**config.mk**
```make
export PLATFORM = sky130hd
export DESIGN_NAME = serial2word_fanout
export DESIGN_NICKNAME = d
export VERILOG_FILES = /design/src/rtl/serial2word_fanout.sv
export SDC_FILE = /design/constraint.sdc
export NUM_CORES = 1
export LEC_CHECK = 0
export ABC_AREA = 1
export CAP_MARGIN = 20
export CORE_ASPECT_RATIO = 1.1
export CORE_MARGIN = 3
export CORE_UTILIZATION = 26
export DETAILED_ROUTE_END_ITERATION = 12
export PLACE_DENSITY = 0.42
export SYNTH_ARGS = -nofsm -noshare
export SYNTH_HDL_FRONTEND = slang
export SYNTH_SLANG_ARGS = --single-unit
```
**constraint.sdc**
```tcl
create_clock -name clock0 -period 1.8 [get_ports clock0]
set_clock_uncertainty 0.15 [all_clocks]
set_input_delay 0.45 -clock clock0 [delete_from_list [all_inputs] [get_ports clock0]]
set_output_delay 0.45 -clock clock0 [all_outputs]
set_load 0.02 [all_outputs]
```
**src/rtl/serial2word_fanout.sv**
```systemverilog
// ============================================================================
//  Module   : serial2word_fanout
//  Purpose  : Collects a qualified serial stream LSB-first into 6-bit frames
//             and fans each frame out to six registered outputs with a
//             one-cycle word_valid pulse. Optional macro PARITY_CHECK_EN adds
//             an odd-parity bit per frame and a parity_err output pulse.
//  Revision : 1.0  initial release
// ============================================================================
`default_nettype none

module serial2word_fanout (
    input  logic clock0,
    input  logic reset,
    input  logic in1,
    input  logic in_valid,
    output logic out1,
    output logic out2,
    output logic out3,
    output logic out4,
    output logic out5,
    output logic out6,
    output logic word_valid
`ifdef PARITY_CHECK_EN
   ,output logic parity_err
`endif
);

`ifdef PARITY_CHECK_EN
    localparam int N = 7;
`else
    localparam int N = 6;
`endif
    localparam logic [2:0] LAST_BIT = 3'(N - 1);

    logic         s1_bit_q, s1_vld_q;
    logic         s2_bit_q, s2_vld_q;
    logic [2:0]   cnt_q, cnt_d;
    logic [N-1:0] shreg_q, shreg_d;
    logic [N-1:0] hold_q, hold_d;
    logic         done_q, done_d;
    logic [5:0]   out_q, out_d;
    logic         wv_q;

    // The current bit is folded into shreg_d first so the hold register
    // captures the complete frame on the completing edge.
    always_comb begin
        shreg_d = shreg_q;
        cnt_d   = cnt_q;
        hold_d  = hold_q;
        done_d  = 1'b0;
        if (s2_vld_q) begin
            shreg_d[cnt_q] = s2_bit_q;
            if (cnt_q == LAST_BIT) begin
                hold_d = shreg_d;
                done_d = 1'b1;
                cnt_d  = 3'd0;
            end else begin
                cnt_d = cnt_q + 3'd1;
            end
        end
    end

    always_comb begin
        out_d = out_q;
        if (done_q) begin
            out_d = hold_q[5:0];
        end
    end

    always_ff @(posedge clock0) begin
        if (reset) begin
            s1_bit_q <= 1'b0;
            s1_vld_q <= 1'b0;
            s2_bit_q <= 1'b0;
            s2_vld_q <= 1'b0;
            cnt_q    <= 3'd0;
            shreg_q  <= '0;
            hold_q   <= '0;
            done_q   <= 1'b0;
            out_q    <= 6'd0;
            wv_q     <= 1'b0;
        end else begin
            s1_bit_q <= in1;
            s1_vld_q <= in_valid;
            s2_bit_q <= s1_bit_q;
            s2_vld_q <= s1_vld_q;
            cnt_q    <= cnt_d;
            shreg_q  <= shreg_d;
            hold_q   <= hold_d;
            done_q   <= done_d;
            out_q    <= out_d;
            wv_q     <= done_q;
        end
    end

`ifdef PARITY_CHECK_EN
    logic perr_q, perr_d;

    // Odd parity: a good frame has an odd number of ones across all 7 bits.
    always_comb begin
        perr_d = done_q & ~(^hold_q);
    end

    always_ff @(posedge clock0) begin
        if (reset) begin
            perr_q <= 1'b0;
        end else begin
            perr_q <= perr_d;
        end
    end

    assign parity_err = perr_q;
`endif

    assign out1       = out_q[0];
    assign out2       = out_q[1];
    assign out3       = out_q[2];
    assign out4       = out_q[3];
    assign out5       = out_q[4];
    assign out6       = out_q[5];
    assign word_valid = wv_q;

endmodule

`default_nettype wire

```
==> flow_summary_export.csv <==
group,metric,value,unit
floorplan,io_pins,11,
setup_path,cp_slowest_stage_delay,340,ps
floorplan,core-area,0.00371,mm2
cells_and_area,layout_common_cells,"32 x nor2_1, 26 x dfxtp_1, 23 x nand2_1, 15 x inv_1, 11 x nand3_1",
floorplan,die_w,66.0,um
cts,cts.sinks,26,
grt,grt_max_degree,18,
sta,maxSlewViolCount,0,
grt,grt-ovfl-total,0,
setup_path,crit_type,"flop to primary output",
cells_and_area,final_common_cell,"nor2_1",
power_and_ir_drop,ir_drop,0.529,mV
cells_and_area,fillers,415,
min_path,hold_path.class,"flop to flop",
floorplan,row_count,23,
placement,port_buffers,10,
synthesis,ys_types,17,
cts,ctsHoldBuffers,0,
sta,slew_headroom,71.9,%
route,ant_nets,0,
cts,clkTransAtPathRegs,90,ps
synthesis,ys_top_cells_by_area,"dfxtp_1 51%, nor2_1 12%, nand2_1 8.4%",
setup_path,cp_top_family,"flip-flops",
setup_path,reg2reg_to,"hold_q[4]",
route,vias,834,
min_path,holdPathStages,2,
cells_and_area,seqCellArea,520,um2
run,maxCapViolations,0,
sta,timing.final.crit_period,1540,ps
cts,clock_latency,270,ps
route,top_layer_used,"met4",
sta,min_period_over_period,85.5,%
placement,gp_congestion,0.726,
route,viasPerCell,4.19,
route,post-route-drc-count,0,
cts,cts-root-buf,"clkbuf_8",
synthesis,synth_area,0.00103,mm2
synthesis,syn_inst,140,
cts,cts_setup_buffers,0,
placement,placed_area,0.00117,mm2
grt,gr-usage-all-layers,10.3,%
power_and_ir_drop,powerDensity,828,mW/mm2
cells_and_area,diodes,0,
setup_path,cp-end-kind,"primary output",
cells_and_area,fin_area,0.00122,mm2
run_status,outcome,"finished, final reports clean",
cells_and_area,nets,154,
setup_path,timing.critical_path.cells,"dlygate4sd2_1",
power_and_ir_drop,leakage,0.597,nW
synthesis,synth_area_leader_cell,"dfxtp_1",
setup_path,cp.arrival,940,ps
min_path,worstHoldStart,"s1_bit_q",
cts,cts-buffers-inserted,3,
floorplan,dieArea,0.00475,mm2
setup_path,cp_num_buf_inv,1,
setup_path,reg2reg_depth,5,
route,wl_met1,1.04,mm
setup_path,required,1200,ps
setup_path,cp_slowest_cell,"dfxtp_1",
sta,rsz0062_at_grt,"no",
route,dr_wl_met2,890,um
min_path,min_delay_worst_endpoint,"s2_bit_q",
setup_path,path_depth,1,
setup_path,r2r_start,"s2_vld_q",
setup_path,rrSetupSlack,400,ps
cts,cts_buffer_depth,2,
synthesis,ys_ff_latch,26,
setup_path,cp_max_fo,2,
synthesis,syn_area_per_cell,7.35,um2
sta,tightestPinTransition,420,ps
floorplan,start_util,27.7,%
cts,htreeDepth,1,
cells_and_area,synthToLayoutAreaGrowth,18.6,%
floorplan,die-height,72.0,um
synthesis,yosysWarnings,0,
sta,setup_viol,0,
route,drt-total-wl,2.02,mm
setup_path,cp-start-kind,"flop",
cells_and_area,drive_above_1_share,8.05,%
cells_and_area,multi_input_comb_area,399,um2
grt,antenna_found_initial,0,
sta,max_freq,650,MHz
synthesis,syn-num-nets,144,
grt,grt_pass1_wl,3.82,mm
sta,tns,0,ps
synthesis,yosysSeqAreaShare,50.6,%
synthesis,synth_top_area_share,50.6,%
cts,cts_tree,"done",
route,met3_length,72,um
route,first_iter_violations,45,
power_and_ir_drop,power,1.01,mW
grt,grt_pass1_vias,835,
route,wl_per_cell,10.1,um
route,firstDrtPassIters,4,
sta,finalHoldViolCount,0,
placement,dp.final_hpwl,1.46,mm
## worst reg2reg max path, delay by kind of cell (launching register included)
family        cells  cell delay [ps]
buf+inv           1               30
simple gates      4              550
flops             1              580
## routing by layer
metal | up-vias | track usage (%)
met4 | 0 | 2.71
met3 | 2 | 3.72
li1 | 453 | -
met5 | - | 0
met1 | 370 | 13.5
met2 | 9 | 16.3
## worst max-delay path by stage
stage                       endpoint        from  slack [ps]
after floorplan            hold_q[2]       reset         570
after global placement     hold_q[4]       reset         210
after detailed placement   hold_q[2]       reset         190
after CTS                 word_valid  word_valid           9
after global routing            out3    out_q[2]         210
final                           out6    out_q[5]         260
## logic make-up (layout without fill, tap and decap cells)
kind of cell / Yosys count / count (layout) / share of synthesized area [%]
compound gates: 18 / 18 / 8.76
flops: 26 / 26 / 50.6
simple gates: 72 / 72 / 30.0
buf+inv: 24 / 33 / 10.6
## state kept, by name, summed over array words and instances, names as in the netlist
name / cells
cnt_q: 3
done_q: 1
hold_q: 6
out_q: 6
s1_bit_q: 1
s1_vld_q: 1
s2_bit_q: 1
s2_vld_q: 1
shreg_q: 5
word_valid: 1
## metrics by stage
step           setup slack (ps)  std cells  hold slack (ps)  utilization (%)
2_1_floorplan               569        140              238                -
3_3_place_gp                208        195              241             31.5
3_5_place_dp                195        195              247             31.5
4_1_cts                    8.51        199              260             32.8
5_1_grt                     210        199              285             32.9
6_report                    261        199              257             32.9
## synthesized netlist by cell type
cell type,count
buf_2,3
dfxtp_1,26
nand2_1,23
o21ai_0,10
inv_1,15
buf_4,2
nand3_1,11
nor2_2,1
buf_6,1
inv_2,3
a21oi_1,4
nand4_1,2
nor2_1,32
o21ai_1,4
nand2_2,1
nand2_4,1
nor2_4,1
## final cells by class
cell class | count | share of cell area (%)
Inverter | 18 | 5.54
Multi-Input combinational cell | 90 | 32.7
Clock buffer | 4 | 4.51
Tap cell | 50 | 5.13
Sequential cell | 26 | 42.7
Timing Repair Buffer | 11 | 9.44
## report_power, final
part           switching (mW)  internal (mW)
Combinational          0.0238         0.0198
Clock                   0.177          0.195
Sequential             0.0109          0.584
Total                   0.211          0.799
## repair_timing
action / 4_1_cts / 5_1_grt
cloned: 0 / 0
endpoints found under the setup margin: 6 / 1
gates resized for setup: 6 / 1
Power figures use the tool's default switching activity.
